`src/rtl/debounce_multi_if.sv`:
```
// ============================================================================
//  Module      : debounce_multi_if
//  Description : Signal bundle between a button-sampling master (board / test
//                harness) and the debounce_multi filter.
//  Revision    : 1.0  - initial release
// ----------------------------------------------------------------------------
//  Signals
//    en     sampling strobe, one clk wide              master -> slave
//    din    [N] raw asynchronous button levels         master -> slave
//    dout   [N] debounced levels                       slave  -> master
//    rise   [N] one-cycle 0->1 pulse on dout           slave  -> master
//    fall   [N] one-cycle 1->0 pulse on dout           slave  -> master
//    press  [N] rise OR auto-repeat pulse              slave  -> master
// ============================================================================
`default_nettype none

interface debounce_multi_if #(
  parameter int N = 5
) ();

  logic         en;
  logic [N-1:0] din;
  logic [N-1:0] dout;
  logic [N-1:0] rise;
  logic [N-1:0] fall;
  logic [N-1:0] press;

  modport master (
    output en,
    output din,
    input  dout,
    input  rise,
    input  fall,
    input  press
  );

  modport slave (
    input  en,
    input  din,
    output dout,
    output rise,
    output fall,
    output press
  );

endinterface

`default_nettype wire

```
`src/rtl/debounce_multi.sv`:
```
// ============================================================================
//  Module      : debounce_multi
//  Description : N-channel button debouncer. Each channel has a 2-flop
//                synchronizer, a symmetric counter filter evaluated on the
//                slow sampling strobe, registered one-cycle rise/fall pulses
//                and an optional auto-repeat strobe for held buttons.
//  Revision    : 1.0  - initial release
// ----------------------------------------------------------------------------
//  Ports
//    clk        in   system clock
//    rst        in   synchronous, active-high reset
//    bus.en     in   sampling strobe (one clk wide)
//    bus.din    in   [N] raw button levels, 1 = pressed
//    bus.dout   out  [N] debounced levels
//    bus.rise   out  [N] one-cycle pulse on dout 0->1
//    bus.fall   out  [N] one-cycle pulse on dout 1->0
//    bus.press  out  [N] rise OR auto-repeat pulse
// ============================================================================
`default_nettype none

module debounce_multi #(
  parameter int N            = 5,
  parameter int STABLE       = 3,
  parameter int REPEAT_EN    = 0,
  parameter int REPEAT_DELAY = 100,
  parameter int REPEAT_RATE  = 20
) (
  input  logic            clk,
  input  logic            rst,
  debounce_multi_if.slave bus
);

  // --------------------------------------------------------------------------
  // Constants
  // --------------------------------------------------------------------------
  localparam int c_cnt_w = $clog2(STABLE + 1);
  localparam int c_rc_w  = $clog2(REPEAT_DELAY + 1);

  localparam logic [c_cnt_w-1:0] c_cnt_last = c_cnt_w'(STABLE - 1);
  localparam logic [c_cnt_w-1:0] c_cnt_one  = c_cnt_w'(1);

  // The repeat counter fires on the strobe that would take it to
  // REPEAT_DELAY, so it never actually holds that value and cannot wrap.
  localparam logic [c_rc_w-1:0]  c_rc_last  = c_rc_w'(REPEAT_DELAY - 1);
  localparam logic [c_rc_w-1:0]  c_rc_one   = c_rc_w'(1);

  // After a repeat the counter restarts REPEAT_RATE strobes short of the
  // threshold. A rate at or above the delay cannot be represented that way,
  // so it restarts from zero instead.
  localparam int c_reload_int =
    (REPEAT_RATE >= REPEAT_DELAY) ? 0 : (REPEAT_DELAY - REPEAT_RATE);
  localparam logic [c_rc_w-1:0]  c_rc_reload = c_rc_w'(c_reload_int);

  // --------------------------------------------------------------------------
  // State
  // --------------------------------------------------------------------------
  logic [N-1:0]         sync1_q;
  logic [N-1:0]         sync2_q;

  logic [N-1:0]         dout_q,  dout_d;
  logic [N-1:0]         rise_q,  rise_d;
  logic [N-1:0]         fall_q,  fall_d;
  logic [N-1:0]         press_q, press_d;
  logic [N-1:0]         rep_d;

  logic [c_cnt_w-1:0]   cnt_q [N];
  logic [c_cnt_w-1:0]   cnt_d [N];
  logic [c_rc_w-1:0]    rc_q  [N];
  logic [c_rc_w-1:0]    rc_d  [N];

  // --------------------------------------------------------------------------
  // Next-state logic
  // --------------------------------------------------------------------------
  always_comb begin
    dout_d  = dout_q;
    rise_d  = '0;
    fall_d  = '0;
    rep_d   = '0;
    for (int i = 0; i < N; i++) begin
      cnt_d[i] = cnt_q[i];
      rc_d[i]  = rc_q[i];
    end

    if (bus.en) begin
      for (int i = 0; i < N; i++) begin
        // Filter: any sample agreeing with the current level restarts the
        // count, so only STABLE consecutive contrary samples are accepted.
        if (sync2_q[i] == dout_q[i]) begin
          cnt_d[i] = '0;
        end else if (cnt_q[i] == c_cnt_last) begin
          dout_d[i] = sync2_q[i];
          cnt_d[i]  = '0;
          rise_d[i] = sync2_q[i];
          fall_d[i] = ~sync2_q[i];
        end else begin
          cnt_d[i] = cnt_q[i] + c_cnt_one;
        end

        // Auto-repeat: only counts strobes on which the button was already
        // accepted as held and stays held, so a repeat can never coincide
        // with the rise or the fall of the same channel.
        if (REPEAT_EN != 0) begin
          if (rise_d[i] || fall_d[i] || !dout_q[i]) begin
            rc_d[i] = '0;
          end else if (rc_q[i] == c_rc_last) begin
            rep_d[i] = 1'b1;
            rc_d[i]  = c_rc_reload;
          end else begin
            rc_d[i] = rc_q[i] + c_rc_one;
          end
        end else begin
          rc_d[i] = '0;
        end
      end
    end

    press_d = rise_d | rep_d;
  end

  // --------------------------------------------------------------------------
  // Registers
  // --------------------------------------------------------------------------
  always_ff @(posedge clk) begin
    if (rst) begin
      sync1_q <= '0;
      sync2_q <= '0;
      dout_q  <= '0;
      rise_q  <= '0;
      fall_q  <= '0;
      press_q <= '0;
      for (int i = 0; i < N; i++) begin
        cnt_q[i] <= '0;
        rc_q[i]  <= '0;
      end
    end else begin
      // Synchronizer runs every clock, independent of the strobe.
      sync1_q <= bus.din;
      sync2_q <= sync1_q;
      dout_q  <= dout_d;
      // Pulses are recomputed every clock, so they drop after one cycle
      // even when the strobe is held high.
      rise_q  <= rise_d;
      fall_q  <= fall_d;
      press_q <= press_d;
      for (int i = 0; i < N; i++) begin
        cnt_q[i] <= cnt_d[i];
        rc_q[i]  <= rc_d[i];
      end
    end
  end

  // --------------------------------------------------------------------------
  // Outputs
  // --------------------------------------------------------------------------
  assign bus.dout  = dout_q;
  assign bus.rise  = rise_q;
  assign bus.fall  = fall_q;
  assign bus.press = press_q;

endmodule

`default_nettype wire

```
`src/flat_wrapper.sv`:
```
// flat-port wrapper written by rule: the top's interface ports become plain ports
module debounce_multi_flat 
#(
  parameter int N            = 5,
  parameter int STABLE       = 3,
  parameter int REPEAT_EN    = 0,
  parameter int REPEAT_DELAY = 100,
  parameter int REPEAT_RATE  = 20
)
  (clk, rst, bus_en, bus_din, bus_dout, bus_rise, bus_fall, bus_press);
  debounce_multi_if #(.N(N)) bus_i ();
  input  logic clk;
  input  logic rst;
  input wire logic [$bits(bus_i.en)-1:0] bus_en;
  input wire logic [$bits(bus_i.din)-1:0] bus_din;
  output wire logic [$bits(bus_i.dout)-1:0] bus_dout;
  output wire logic [$bits(bus_i.rise)-1:0] bus_rise;
  output wire logic [$bits(bus_i.fall)-1:0] bus_fall;
  output wire logic [$bits(bus_i.press)-1:0] bus_press;
  assign bus_i.en = bus_en;
  assign bus_i.din = bus_din;
  assign bus_dout = bus_i.dout;
  assign bus_rise = bus_i.rise;
  assign bus_fall = bus_i.fall;
  assign bus_press = bus_i.press;
  debounce_multi #(.N(N), .STABLE(STABLE), .REPEAT_EN(REPEAT_EN), .REPEAT_DELAY(REPEAT_DELAY), .REPEAT_RATE(REPEAT_RATE)) u_core (.clk(clk), .rst(rst), .bus(bus_i));
endmodule
```
`config.mk`:
```
export PLATFORM = sky130hd
export DESIGN_NAME = debounce_multi_flat
export DESIGN_NICKNAME = d
export VERILOG_FILES = /design/src/rtl/debounce_multi_if.sv /design/src/rtl/debounce_multi.sv /design/src/flat_wrapper.sv
export SDC_FILE = /design/constraint.sdc
export NUM_CORES = 1
export LEC_CHECK = 0
export CAP_MARGIN = 10
export CORE_UTILIZATION = 54
export CTS_CLUSTER_SIZE = 16
export DETAILED_ROUTE_END_ITERATION = 8
export PLACE_DENSITY_LB_ADDON = 0.12
export SLEW_MARGIN = 40
export SYNTH_ARGS = -nofsm -noshare
export SYNTH_HDL_FRONTEND = slang
export SYNTH_SLANG_ARGS = --single-unit
```
`constraint.sdc`:
```
create_clock -name clk -period 1.65 [get_ports clk]
set_input_delay 0.33 -clock clk [delete_from_list [all_inputs] [get_ports clk]]
set_output_delay 0.33 -clock clk [all_outputs]
set_load 0.005 [all_outputs]
```
# --- Word-level counts from Yosys, hierarchy flattened ---
# Memories as Yosys holds them, arrays and structs flattened.
# Cells that the tools add are included.
word_totals:
  output_inout_bits: 20
  memories: 1
  input_bits: 8
  elab_cells: 83
  mem_bits_rw: 10
  reg_bits: 25
memory_table:
  columns: ["memory", "depth", "width", "read_ports", "rd_ports_with_merged_regs", "write_ports", "line_no", "source"]
  rows:
  - ["u_core.cnt_q", 5, 2, 5, 0, 5, "debounce_multi.sv:66", "logic [c_cnt_w-1:0] cnt_q [N];"]
classes:
  n_addsub: 5
  muxes: 19
  bitwise: 21
  n_eq_ne: 10
  n_reduce_logical: 10
ops:
  columns: ["operator", "count"]
  rows:
  - ["two-way mux 2 bit", 15]
  - ["OR reduction 4 bit", 5]
  - ["NOT 1 bit", 16]
  - ["AND reduction 3 bit", 5]
  - ["adder 2 x 1 -> 2 bit, second input constant", 5]
  - ["equality test 2 bit, second input constant", 5]
  - ["two-way mux 10 bit", 1]
  - ["equality test 1 bit", 5]
  - ["bitwise OR 1 bit", 5]
  - ["two-way mux 1 bit", 3]

# --- Logic depth before layout (Yosys ltp) ---
# An unclocked memory read counts as a cell.
logic_depth:
  ltp_word: 6
  depth_mapped: 4

# --- Worst setup path after synthesis ---
# No wires, ideal clock.
synth_timing:
  path_kind: "input port to flip-flop"
  start: "input port rst"
  end: "memory u_core.cnt_q[0][0] in the netlist's numbering"
  slack_ns: 0.545
  t_arrival_ns: 1.013
  stages: 3
  required_time_ns: 1.558
  cell_sequence: "clkbuf_1 or4b_1 o32ai_1"
synth_rtl:
  columns: ["item", "line_no", "source"]
  rows:
  - ["start: declaration", "flat_wrapper.sv:13", "input logic rst;"]
  - ["end: declaration", "debounce_multi.sv:66", null]

# --- Worst setup path in the final report ---
layout_timing:
  start: "register u_core.dout_q[2], in the netlist u_core.bus.dout[2]"
  end: "output port bus_dout[2]"
layout_rtl:
  columns: ["item", "line_no", "source"]
  rows:
  - ["start: declaration", "debounce_multi.sv:60", "logic [N-1:0] dout_q, dout_d;"]
  - ["start signal: assignment", "debounce_multi.sv:139", "dout_q <= dout_d;"]
  - ["end: declaration", "flat_wrapper.sv:16", "output wire logic [$bits(bus_i.dout)-1:0] bus_dout;"]
# No word-level cell between the ends.

==> results.py <==
metrics = {
    "final_layout": {
        "area_growth_pct": 23.8,
        "multi_input_area_um2": 627,
        "nNetsFinal": 162,
        "n_fill_cell": 190,
        "final_common_cell": "dfxtp_1",
        "layout_common_cells": "dfxtp_1, clkdlybuf4s50_1, nand2b_1, nor2b_1",
        "fin_area_mm2": 0.00179,
        "finalNonFillerCells": 185,
        "drive_gt1_share_pct": 18.1,
        "seq_area_um2": 707,
        "antenna_cells": 0,
    },
    "clock_tree": {
        "cts_inserted_buffers": 5,
        "cts_htree_levels": 2,
        "root_buffer": "clkbuf_4",
        "clockBufferDepth": 2,
        "holdBufCountCts": 0,
        "insertion_delay_ns": 0.33,
        "clock_sinks": 35,
        "clk_pin_slew_ns": 0.11,
        "cts_tree": "yes",
    },
    "timing": {
        "finalWorstSetupSlack_ns": 0.0808,
        "fin_setup_tns_ns": 0,
        "finalSetupViolCount": 0,
        "slew_viol_final": 0,
        "rsz0062_at_grt": "no",
        "fmax_mhz": 637,
        "clock_skew_ns": 0.00511,
        "slew-limit-headroom_pct": 81.9,
        "fin_crit_ns": 1.57,
        "finalHoldViolCount": 0,
        "worstMarginPinSlew_ns": 0.267,
        "fin_crit_sh_pct": 95.1,
    },
    "yosys": {
        "synth_largest_area_cell": "dfxtp_1",
        "syn_area_mm2": 0.00144,
        "ys_top_cells_by_area": "dfxtp_1, nand2b_1, nor2b_1",
        "synthCells": 125,
        "syn_nets": 133,
        "yosysWarningCount": 0,
        "synth.avg_cell_area_um2": 11.5,
        "yosysSeqAreaShare_pct": 48.6,
        "synth_top_area_share_pct": 48.6,
        "synth_cell_types": 21,
        "ys_ff_latch": 35,
    },
    "die": {
        "die-height_um": 53.7,
        "start_util_pct": 57.7,
        "core_area_mm2": 0.00250,
        "num_rows": 18,
        "ios": 28,
        "die_area_mm2": 0.00288,
        "fp.dieW_um": 53.7,
    },
    "route": {
        "drtIter0Drc": 17,
        "wl_per_cell_um": 13.2,
        "drcViolationCount": 0,
        "first_pass_iters": 4,
        "vias": 1006,
        "routed_wl_um": 2450,
        "ant_nets": 0,
        "viasPerCell": 5.44,
    },
    "grt": {
        "grt_max_degree": 32,
        "grt_pass1_vias": 905,
        "grt_use_total_pct": 18.9,
        "grt_pass1_wl_um": 3730,
        "grt_overflow": 0,
        "antenna_found_initial": 0,
    },
    "setup_path": {
        "cp_max_fo": 5,
        "cp_top_family": "buffers and inverters",
        "cp_cell_sequence": "clkdlybuf4s50_1",
        "crit_arrival_ns": 1.24,
        "crit_path_max_incr_delay_ns": 0.52,
        "reg2reg_to": "u_core.cnt_q[3][0]",
        "worst-path-buf-inv": 1,
        "reg2regPathDepth": 2,
        "cp_num_cells": 1,
        "crit_path_end": "bus_dout[2]",
        "r2r-start": "u_core.cnt_q[3][1]",
        "rrSetupSlack_ns": 0.50,
        "slowest_stage": "clkdlybuf4s50_1",
        "crit_type": "reg2out",
        "crit_path_end_kind": "primary output",
        "cp-start-kind": "flip-flop",
        "required_ns": 1.32,
        "crit_path_start": "u_core.bus.dout[2]",
    },
    "power_and_ir_drop": {
        "cellLeakagePower_nw": 0.655,
        "power_density_mw_per_mm2": 786,
        "ir_drop_uv": 776,
        "fin_total_pwr_w": 0.00140,
    },
    "placement": {
        "placedCellCount": 177,
        "place_hpwl_um": 1700,
        "io_buffers": 27,
        "dp_slack_ns": -0.0308,
        "placed_area_mm2": 0.00173,
        "place.gp.congestion": 0.705,
    },
    "job": {
        "cap_violations": 0,
    },
    "status": {
        "status": "finished, final reports clean",
    },
    "hold_path": {
        "hold_path.class": "reg2reg",
    },
}
==> timing repair <==
action	4_1_cts	5_1_grt
cloned	0	0
gates resized for setup	1	4
endpoints found under the setup margin	1	4
setup buffers	0	0
==> flip-flops by register name, indices dropped and copies added (netlist names) <==
name,count
u_core.bus.rise,5
u_core.bus.dout,5
u_core.bus.fall,5
u_core.sync2_q,5
u_core.cnt_q,10
u_core.sync1_q,5
==> cell type report <==
type / instances / area share (%)
inverters: 7 / 1.47
multi-input cells: 71 / 35.1
repair buffers: 34 / 18.8
well taps: 30 / 2.10
flip-flops and latches: 35 / 39.6
clock inverters: 3 / 0.841
clock buffers: 5 / 2.10
==> cell families after synthesis <==
family | after synthesis | share of synthesized area [%]
AOI/OAI and AO/OA | 10 | 7.63
xor gates and xnor gates | 5 | 3.04
buffers and inverters | 19 | 7.98
DFF | 35 | 48.6
muxes | 5 | 3.47
and+or+nand+nor | 51 | 29.3
==> stage by stage <==
stage	hold slack [ns]	util, %
after floorplan	0.414	-
after global placement	0.419	69.1
after detailed placement	0.425	69.1
after CTS	0.455	71.2
after global routing	0.471	71.4
final	0.458	71.4
==> report_power, final <==
group          internal, W  leakage (nW)  total [W]  switching, W
combinational    0.0000545         0.333  0.0000949     0.0000404
sequential        0.000859         0.287   0.000869     0.0000104
clock             0.000158        0.0347   0.000440      0.000281
==> routing by layer <==
layer  track usage [%]  part of all wire [%]  vias up
met4              10.5                   1.6        0
met5                 0                     0        -
met3              6.21                   4.1        5
met1              19.5                    46      485
met2              33.1                    48       20
li1                  -                     -      496
==> how the worst min path moves through the flow <==
stage                     cells past startpoint               from  slack [ns]           endpoint
after floorplan                               1  u_core.sync1_q[0]        0.41  u_core.sync2_q[0]
after global placement                        1  u_core.sync1_q[0]        0.42  u_core.sync2_q[0]
after detailed placement                      1  u_core.sync1_q[1]        0.43  u_core.sync2_q[1]
after CTS                                     1  u_core.sync1_q[1]        0.46  u_core.sync2_q[1]
after global routing                          1  u_core.sync1_q[1]        0.47  u_core.sync2_q[1]
final                                         1  u_core.sync1_q[1]        0.46  u_core.sync2_q[1]
==> synth_stat cells (all sizes together) <==
cell type  count
dfxtp         35
nand2b        10
nor2b         10
buf            8
inv            7
o32ai          7
nor3b          6
mux2i          5
nand3b         5
nand4bb        5
or4b           5
xnor2          5
clkbuf         4
nor4b          4
nand2          3
o41ai          3
or3b           3
Power figures use the tool's default switching activity.
